`src/rtl/cnn_argmax_classifier.sv`:
```
// Argmax over a frame of signed logits, with a one-cycle done pulse and a sticky frame-length error.
// Optional ARGMAX_MARGIN_EN adds margin_out, the saturated best-minus-second-best gap.
module cnn_argmax_classifier #(
  parameter int NUM_CLASSES = 10,
  parameter int LOGIT_W     = 16
) (
  input  logic               clk,
  input  logic               resetn,
  input  logic               start,
  input  logic               logit_valid,
  output logic               logit_ready,
  input  logic [LOGIT_W-1:0] logit_data,
  input  logic               logit_last,
  output logic [3:0]         class_out,
  output logic [LOGIT_W-1:0] max_logit,
  output logic               cnn_done,
  output logic               busy,
`ifdef ARGMAX_MARGIN_EN
  output logic [LOGIT_W-1:0] margin_out,
`endif
  output logic               count_err
);

  typedef enum logic [1:0] {
    S_IDLE,
    S_COLLECT,
    S_DONE
  } state_t;

  localparam logic [3:0] LAST_IDX = 4'(NUM_CLASSES - 1);
  localparam logic [LOGIT_W-1:0] MIN_VAL = {1'b1, {(LOGIT_W-1){1'b0}}};

  state_t             state_q, state_d;
  logic [3:0]         count_q, count_d;
  logic [LOGIT_W-1:0] best_q, best_d;
  logic [3:0]         idx_q, idx_d;
  logic [3:0]         class_q, class_d;
  logic [LOGIT_W-1:0] max_q, max_d;
  logic               err_q, err_d;
  logic               hs, greater, at_end;
`ifdef ARGMAX_MARGIN_EN
  logic [LOGIT_W-1:0] second_q, second_d;
  logic [LOGIT_W-1:0] margin_q, margin_d;
  logic [LOGIT_W:0]   diff;
`endif

  assign logit_ready = (state_q == S_COLLECT);
  assign busy        = (state_q != S_IDLE);
  assign cnn_done    = (state_q == S_DONE);
  assign class_out   = class_q;
  assign max_logit   = max_q;
  assign count_err   = err_q;
`ifdef ARGMAX_MARGIN_EN
  assign margin_out  = margin_q;
`endif

  // Next-state, running max and frame-end result capture.
  always_comb begin
    state_d = state_q;
    count_d = count_q;
    best_d  = best_q;
    idx_d   = idx_q;
    class_d = class_q;
    max_d   = max_q;
    err_d   = err_q;
    hs      = logit_valid & logit_ready;
    greater = $signed(logit_data) > $signed(best_q);
    at_end  = (count_q == LAST_IDX);
`ifdef ARGMAX_MARGIN_EN
    second_d = second_q;
    margin_d = margin_q;
    diff     = '0;
`endif
    unique case (state_q)
      S_IDLE: begin
        if (start) begin
          state_d = S_COLLECT;
          count_d = '0;
          best_d  = MIN_VAL;
          idx_d   = '0;
          err_d   = 1'b0;
`ifdef ARGMAX_MARGIN_EN
          second_d = MIN_VAL;
`endif
        end
      end
      S_COLLECT: begin
        if (hs) begin
          if (greater) begin
            best_d = logit_data;
            idx_d  = count_q;
          end
`ifdef ARGMAX_MARGIN_EN
          if (greater) begin
            second_d = best_q;
          end else if ($signed(logit_data) > $signed(second_q)) begin
            second_d = logit_data;
          end
`endif
          count_d = count_q + 4'd1;
          if (logit_last | at_end) begin
            class_d = idx_d;
            max_d   = best_d;
            err_d   = logit_last ^ at_end;
            state_d = S_DONE;
`ifdef ARGMAX_MARGIN_EN
            diff = {best_d[LOGIT_W-1], best_d}
                 - {second_d[LOGIT_W-1], second_d};
            if (count_q == 4'd0 || diff[LOGIT_W])
              margin_d = '1;
            else
              margin_d = diff[LOGIT_W-1:0];
`endif
          end
        end
      end
      S_DONE: state_d = S_IDLE;
      default: state_d = S_IDLE;
    endcase
  end

  // State and datapath registers with synchronous active-low reset.
  always_ff @(posedge clk) begin
    if (!resetn) begin
      state_q <= S_IDLE;
      count_q <= '0;
      best_q  <= MIN_VAL;
      idx_q   <= '0;
      class_q <= '0;
      max_q   <= '0;
      err_q   <= 1'b0;
`ifdef ARGMAX_MARGIN_EN
      second_q <= MIN_VAL;
      margin_q <= '0;
`endif
    end else begin
      state_q <= state_d;
      count_q <= count_d;
      best_q  <= best_d;
      idx_q   <= idx_d;
      class_q <= class_d;
      max_q   <= max_d;
      err_q   <= err_d;
`ifdef ARGMAX_MARGIN_EN
      second_q <= second_d;
      margin_q <= margin_d;
`endif
    end
  end

endmodule

```
`config.mk`:
```
export PLATFORM = sky130hd
export DESIGN_NAME = cnn_argmax_classifier
export DESIGN_NICKNAME = d
export VERILOG_FILES = /design/src/rtl/cnn_argmax_classifier.sv
export SDC_FILE = /design/constraint.sdc
export NUM_CORES = 1
export LEC_CHECK = 0
export CAP_MARGIN = 20
export CELL_PAD_IN_SITES_DETAIL_PLACEMENT = 0
export CELL_PAD_IN_SITES_GLOBAL_PLACEMENT = 1
export CORE_MARGIN = 8
export CORE_UTILIZATION = 37
export CTS_CLUSTER_DIAMETER = 60
export CTS_CLUSTER_SIZE = 25
export DETAILED_ROUTE_END_ITERATION = 6
export GPL_TIMING_DRIVEN = 0
export PLACE_DENSITY = 0.75
export SYNTH_ARGS = -nofsm -noshare
export SYNTH_HDL_FRONTEND = slang
export SYNTH_SLANG_ARGS = --single-unit
```
`constraint.sdc`:
```
create_clock -name clk -period 2.2 [get_ports clk]
set_input_delay 0.22 -clock clk [delete_from_list [all_inputs] [get_ports clk]]
set_output_delay 0.22 -clock clk [all_outputs]
set_load 0.05 [all_outputs]
```
==> impl_metrics.yaml, run 1 <==
grt:
  grt_overflow: 0
  grt_antenna_before_repair: 0
  grt_pass1_wl_um: 12990
  grt_max_degree: 14
  grt_pass1_vias: 2590
  grt_usage_pct: 16.23
cts:
  cts_tree: "yes"
  cts_hold_buffers: 0
  clockBufferDepth: 2
  clock-sinks: 47
  clk_latency_ns: 0.30
  h-tree-depth: 2
  root_buffer: "clkbuf_8"
  cts_buffers: 5
  clk_pin_slew_worst_paths_ns: 0.09
die:
  die_area_um2: 10170
  start_util_pct: 37.55
  io_pins: 45
  die_w_um: 100.9
  coreArea_um2: 7098
  num_rows: 31
  die_h_um: 100.9
placed_design:
  place_hpwl_um: 5124
  place_area_um2: 3271
  dpl.cell_count: 420
  io_buffers: 43
  place_congestion: 0.7670
drt:
  routed_wl_um: 8171
  drtIter0Drc: 115
  post-route-drc-count: 0
  dr.pass1.iters: 5
  vias: 2466
  detail_route.wl_per_cell_um: 18.04
  viasPerCell: 5.444
  postRouteAntennaNets: 0
critical_path:
  path_delay_family: "buffers and inverters"
  slowest_delay_ns: 0.36
  cpMostUsedCell: "buf_4"
  endpoint_kind: "flop"
  cp-endpoint: "max_logit[7]"
  worstReg2RegStart: "best_q[11]"
  crit_required_ns: 2.40
  cp-startpoint: "best_q[11]"
  crit_fanout: 5
  critPathBufInv: 4
  cp.depth: 10
  crit_path_start_kind: "flop"
  worstPathArrival_ns: 2.55
  ff2ff_setup_slack_ns: -0.15
  crit_chain: "inv_2 > ha_4 > nand4_1 > buf_4 > o41ai_4 > buf_4 > nand2_4 > buf_8 > or3_1 > o2111a_1"
  r2r_end: "max_logit[7]"
  rr_worst_depth: 10
  slowest_stage: "dfxtp_2"
  criticalPathCategory: "reg -> reg"
sta:
  fin_crit_ns: 2.348
  post-route-period-util_pct: 106.7
  finalSetupTns_ns: -4.697
  layout_setup_ws_ns: -0.1478
  skew_ns: 0.009719
  fmax_ghz: 0.4259
  rsz0062_at_grt: "yes"
  slew-limit-headroom_pct: 64.23
  final_max_slew_viol_count: 0
  setup_viol_count_final: 40
  whs_ns: 0.3030
  hold_viol: 0
  worst_pin_slew_ns: 0.5365
outcome:
  status: "complete, but fails checks"
  failed_checks: "negative setup slack"
layout:
  layout.cells.non_filler: 453
  stdcell_area_um2: 3786
  area_growth_pct: 42.07
  drive_gt1_share_pct: 26.27
  antenna_cells: 0
  nets: 393
logic_synthesis:
  yosysTopAreaCell: "dfxtp_1"
  synthTopCellsByArea: "dfxtp_1 (35%), ha_1 (8.9%), or3_1 (8.5%)"
  async_flop_share_pct: 0
  syn-cell-area_um2: 2665
  yosysTopAreaCellShare_pct: 35.31
  avgSynthCellArea_um2: 9.587
  synth-seq-cells: 47
  synth_nets: 318
  yosysUniqueCellTypes: 42
  seq_area_frac_synth_pct: 35.31
  synth_edf_count: 0
  synth_cells: 278
  ys.flop_type: "dfxtp_1"
  yosysWarningCount: 0
power_and_ir_drop:
  leakagePower_uw: 0.001408
  peakVddDrop_v: 0.0003459
  power_density_nw_per_um2: 496.2
run:
  maxCapViolCount: 0
min_path:
  hp-class: "in -> reg"
power by group:
group | leakage, µW | total [µW] | internal (µW) | switching [µW]
combinational | 0.000979 | 462 | 201 | 261
clock | 0.0000422 | 520 | 224 | 296
sequential | 0.000387 | 897 | 879 | 17.8
final cells by class:
class	count	area (µm²)
fillers	667	3312
multi-input cells	190	1720
flip-flops and latches	47	959.7
repair buffers	69	648.1
plain buffers	19	173.9
well taps	99	123.9
inverters	21	78.83
clock buffers	7	76.32
clock inverters	1	5.005
cell families (layout without fill, tap and decap cells):
kind of cell | after synthesis | after routing | synth area share (%)
fa+ha+maj | 19 | 19 | 8.920
buf+inv | 41 | 117 | 6.948
compound gates | 78 | 78 | 25.68
xor+xnor | 2 | 2 | 0.6574
mux | 8 | 8 | 4.037
simple gates | 83 | 83 | 18.45
flops | 47 | 47 | 35.31
cells in the mapped netlist, drive strengths merged, types with 4 or more instances:
master  count
ha         19
dfxtp      47
nor2       14
buf         7
nand2       8
a32o       19
o2111a     18
nor2b       4
clkbuf     13
mux2i       5
o21a       18
a21oi       6
inv        21
o21ai       7
nand4       5
or3        36
layer usage:
layer | wire (µm) | share of wire, % | track usage [%]
met1 | 3711 | 45 | 19.72
met2 | 3926 | 48 | 27.46
met3 | 424 | 5.2 | 3.660
met4 | 108 | 1.3 | 5.233
met5 | 0 | 0 | 0
metrics by stage:
| stage | power (µW) | setup slack, ns | util, % |
|---|---|---|---|
| finish | 1879 | -0.1478 | 53.34 |
| CTS | 1859 | -0.1288 | 51.42 |
| detailed placement | 1302 | -0.6003 | 46.08 |
| global placement | 1300 | -0.6310 | 46.08 |
| global route | 1970 | -0.2841 | 53.34 |
| floorplan | 1156 | -0.01179 | - |
state kept, by name, summed over array words and instances, names as in the netlist:
signal     count
state_q        2
best_q        16
count_err      1
class_out      4
count_q        4
max_logit     16
idx_q          4
worst min-delay path by stage:
stage,startpoint,end,slack (ns),cells after the start
6_report,logit_data[0],best_q[0],0.30,2
5_1_grt,logit_data[0],best_q[0],0.31,2
4_1_cts,logit_data[0],best_q[0],0.30,2
3_5_place_dp,count_err,count_err,0.48,2
3_3_place_gp,count_err,count_err,0.46,2
2_1_floorplan,logit_data[1],best_q[1],0.35,1
timing repair:
| action | CTS | global route |
|---|---|---|
| endpoints found under the setup margin | 42 | 42 |
| cloned | 2 | 3 |
| resized for setup | 51 | 31 |
| pin swaps | 28 | 9 |
| buffers inserted | 18 | 3 |
cells in the final DEF, fill, tap and decap left out, types with 3 or more instances in the layout:
| master | synthesis | routed |
|---|---|---|
| o21a_1 | 18 | 18 |
| nor2b_1 | 4 | 3 |
| dfxtp_1 | 47 | 32 |
| dlygate4sd2_1 | 0 | 11 |
| clkbuf_1 | 13 | 8 |
| buf_4 | 0 | 21 |
| clkbuf_8 | 0 | 6 |
| or3_1 | 36 | 36 |
| ha_4 | 0 | 8 |
| buf_6 | 2 | 5 |
| dfxtp_2 | 0 | 15 |
| o21ai_0 | 6 | 5 |
| nor2_2 | 0 | 4 |
| mux2_4 | 3 | 3 |
| buf_8 | 1 | 5 |
| nor2_1 | 14 | 10 |
| o2111a_1 | 18 | 18 |
| nand2_1 | 8 | 7 |
| a21oi_1 | 6 | 6 |
| a32o_1 | 19 | 19 |
| ha_1 | 19 | 11 |
| inv_1 | 21 | 19 |
| and2_1 | 3 | 3 |
| nand4_1 | 4 | 4 |
| clkdlybuf4s50_1 | 0 | 32 |
Power figures use the tool's default switching activity.
==> inputs of run 2 (changes only) <==
--- a/config.mk
+++ b/config.mk
@@ -10,7 +10,7 @@
 export CELL_PAD_IN_SITES_GLOBAL_PLACEMENT = 1
 export CORE_MARGIN = 8
 export CORE_UTILIZATION = 37
-export CTS_CLUSTER_DIAMETER = 60
+export CTS_CLUSTER_DIAMETER = 200
 export CTS_CLUSTER_SIZE = 25
 export DETAILED_ROUTE_END_ITERATION = 6
 export GPL_TIMING_DRIVEN = 0
==> results of run 2 <==
Same layout as run 1: the final DEF is identical, and so are final timing and power.
==> inputs of run 3 (changes only) <==
--- a/config.mk
+++ b/config.mk
@@ -5,11 +5,12 @@
 export SDC_FILE = /design/constraint.sdc
 export NUM_CORES = 1
 export LEC_CHECK = 0
+export ABC_AREA = 1
 export CAP_MARGIN = 20
 export CELL_PAD_IN_SITES_DETAIL_PLACEMENT = 0
 export CELL_PAD_IN_SITES_GLOBAL_PLACEMENT = 1
 export CORE_MARGIN = 8
-export CORE_UTILIZATION = 37
+export CORE_UTILIZATION = 35
 export CTS_CLUSTER_DIAMETER = 200
 export CTS_CLUSTER_SIZE = 25
 export DETAILED_ROUTE_END_ITERATION = 6
==> run 3 against run 2 <==
Net effect: the run now ends clean; clock-buffer cell count fell by 1; cell area fell by 3.2%; sequential power rose by 2%; register-to-register slack improved by 0.32 ns; maximum frequency rose by 16%; critical path type unchanged; largest cell class unchanged.
==> impl_metrics.yaml, run 3 <==
outcome:
  status: "finished clean"
placed_design:
  place_area_um2: 3556
  place_congestion: 0.7770
  place_hpwl_um: 5793
  io_buffers: 44
  dpl_worst_slack_ns: -0.1701
  dpl.cell_count: 576
logic_synthesis:
  yosysMostFrequentCell: "nand2_1"
  synth_cells: 427
  synth-seq-cells: 47
  synthTopCellsByArea: "dfxtp_1 (32%), nand2_1 (13%), inv_1 (9.1%)"
  async_flop_share_pct: 0
  synth_nets: 467
  ys.flop_type: "dfxtp_1"
  yosysTopAreaCell: "dfxtp_1"
  avgSynthCellArea_um2: 6.989
  yosysUniqueCellTypes: 29
  yosysWarningCount: 0
  syn-cell-area_um2: 2984
  synth_edf_count: 0
  seq_area_frac_synth_pct: 31.53
  netlist_top_cells_count: "nand2_1 (100), inv_1 (72), nor2_1 (51), dfxtp_1 (47), nand3_1 (24)"
  yosysTopAreaCellShare_pct: 31.53
layout:
  multiInputGateArea_um2: 1620
  regArea_um2: 940.9
  nets: 518
  stdcell_area_um2: 3665
  area_growth_pct: 22.81
  layout.cells.non_filler: 583
  antenna_cells: 0
  drive_gt1_share_pct: 13.39
  fillCellCount: 851
  final_cell_mix: "nand2_1 (100), inv_1 (72), nor2_1 (50)"
  final_common_cell: "nand2_1"
cts:
  clock-sinks: 47
  post_cts_buffers: 0
  clk_pin_slew_worst_paths_ns: 0.09
  clockBufferDepth: 2
  h-tree-depth: 2
  cts_buffers: 5
  cts_tree: "yes"
  clk_latency_ns: 0.30
  root_buffer: "clkbuf_8"
grt:
  grt_max_degree: 14
  grt_pass1_wl_um: 12420
  grt_antenna_before_repair: 0
  grt_pass1_vias: 2610
  grt_usage_pct: 13.16
  grt_overflow: 0
sta:
  setup_viol_count_final: 0
  post-route-period-util_pct: 92.15
  fin_crit_ns: 2.027
  fmax_ghz: 0.4933
  final_max_slew_viol_count: 0
  worst_pin_slew_ns: 0.6516
  layout_setup_ws_ns: 0.1727
  hold_viol: 0
  finalSetupTns_ns: 0
  slew-limit-headroom_pct: 56.56
  whs_ns: 0.4707
  skew_ns: 0.008535
power_and_ir_drop:
  switching_share_pct: 37.11
  peakVddDrop_v: 0.0002766
  pwr-share-comb_pct: 37.2
  seqPwrFrac_pct: 39.3
  switchingPower_uw: 861.5
  intPower_uw: 1460
  clkPwrFrac_pct: 23.5
  leakagePower_uw: 0.001664
  power_density_nw_per_um2: 633.5
drt:
  dr.pass1.iters: 4
  postRouteAntennaNets: 0
  vias: 2723
  post-route-drc-count: 0
  viasPerCell: 4.671
  drtIter0Drc: 88
  routed_wl_um: 7546
  detail_route.wl_per_cell_um: 12.94
die:
  io_pins: 45
  num_rows: 33
  die_w_um: 108.3
  start_util_pct: 36.14
  die_area_um2: 11740
  coreArea_um2: 8258
  die_h_um: 108.3
min_path:
  hp-class: "reg -> reg"
critical_path:
  worstPathArrival_ns: 2.23
  crit_fanout: 10
  crit_required_ns: 2.40
  crit_path_start_kind: "flop"
  criticalPathCategory: "reg -> reg"
  ff2ff_setup_slack_ns: 0.17
  endpoint_kind: "flop"
run:
  maxCapViolCount: 0
-- run 3: cell types whose count changed after synthesis, moves of 11 or more --
cell | before | now
a21oi_1 | 6 | 23
a32o_1 | 19 | 0
clkbuf_1 | 13 | 2
inv_1 | 21 | 72
nand2_1 | 8 | 100
nand2_4 | 0 | 20
nand3_1 | 2 | 24
nand4_1 | 4 | 21
nor2_1 | 14 | 51
o2111a_1 | 18 | 0
o21a_1 | 18 | 0
or3_1 | 36 | 0
-- run 3: area by class of cell --
type | instances | share of cell area [%]
inverter | 75 | 7.682
buffer | 20 | 4.438
clock inverter | 1 | 0.1366
clock buffer | 6 | 2.253
timing repair buffer | 44 | 12.02
sequential | 47 | 25.67
multi-input combinational | 285 | 44.21
tap | 105 | 3.585
-- run 3: layer usage --
| layer | global-route usage [%] | up-vias | part of all wire [%] |
|---|---|---|---|
| li1 | - | 1429 | - |
| met1 | 15.93 | 1241 | 46 |
| met2 | 23.15 | 47 | 48 |
| met3 | 2.915 | 6 | 4.3 |
| met4 | 2.933 | 0 | 0.93 |
| met5 | 0 | - | 0 |
-- run 3: repair_timing --
action / in CTS / in global routing
hold buffers: 0 / 0
endpoints found under the setup margin: 0 / 29
endpoints found under the hold margin: 0 / 0
gates resized for setup: 0 / 4
-- run 3: cells by family (layout without fill, tap and decap cells) --
kind of cell | count (synthesis) | after routing | share of synthesized area (%)
AO/OA/AOI/OAI | 37 | 37 | 7.337
AND/OR/NAND/NOR | 229 | 229 | 38.37
adder cells (fa/ha/maj) | 19 | 19 | 7.967
flip-flops | 47 | 47 | 31.53
buffers and inverters | 95 | 146 | 14.80
-- run 3: critical path: stages (launching register included) --
cell	delay (ns)
dfxtp_1	0.38
inv_1	0.11
ha_4	0.30
nand2_2	0.08
nor3_4	0.22
nand3_1	0.19
nand3_4	0.17
buf_12	0.18
nand2_4	0.05
nand2_1	0.10
nand2_1	0.06
nand2_1	0.05
inv_1	0.03
-- run 3: power by group through the flow --
stage          Combinational [µW]  Clock [µW]  Sequential, µW
2_1_floorplan                 581           0             985
3_3_place_gp                  855           0             931
3_5_place_dp                  863           0             932
4_1_cts                       866         560             913
5_1_grt                       959         602             918
6_report                      863         546             912
-- run 3: final timing paths --
kind                                 start       endpoint  cells past startpoint
worst min register to register   best_q[4]      best_q[4]                      2
worst max-delay path            best_q[15]  max_logit[11]                     12
worst max register to register  best_q[15]  max_logit[11]                     12
worst min-delay path             best_q[4]      best_q[4]                      2
-- run 3: metrics by stage --
step / util, % / power (µW)
2_1_floorplan: - / 1566
3_3_place_gp: 43.06 / 1786
3_5_place_dp: 43.06 / 1795
4_1_cts: 44.12 / 2339
5_1_grt: 44.38 / 2479
6_report: 44.38 / 2322
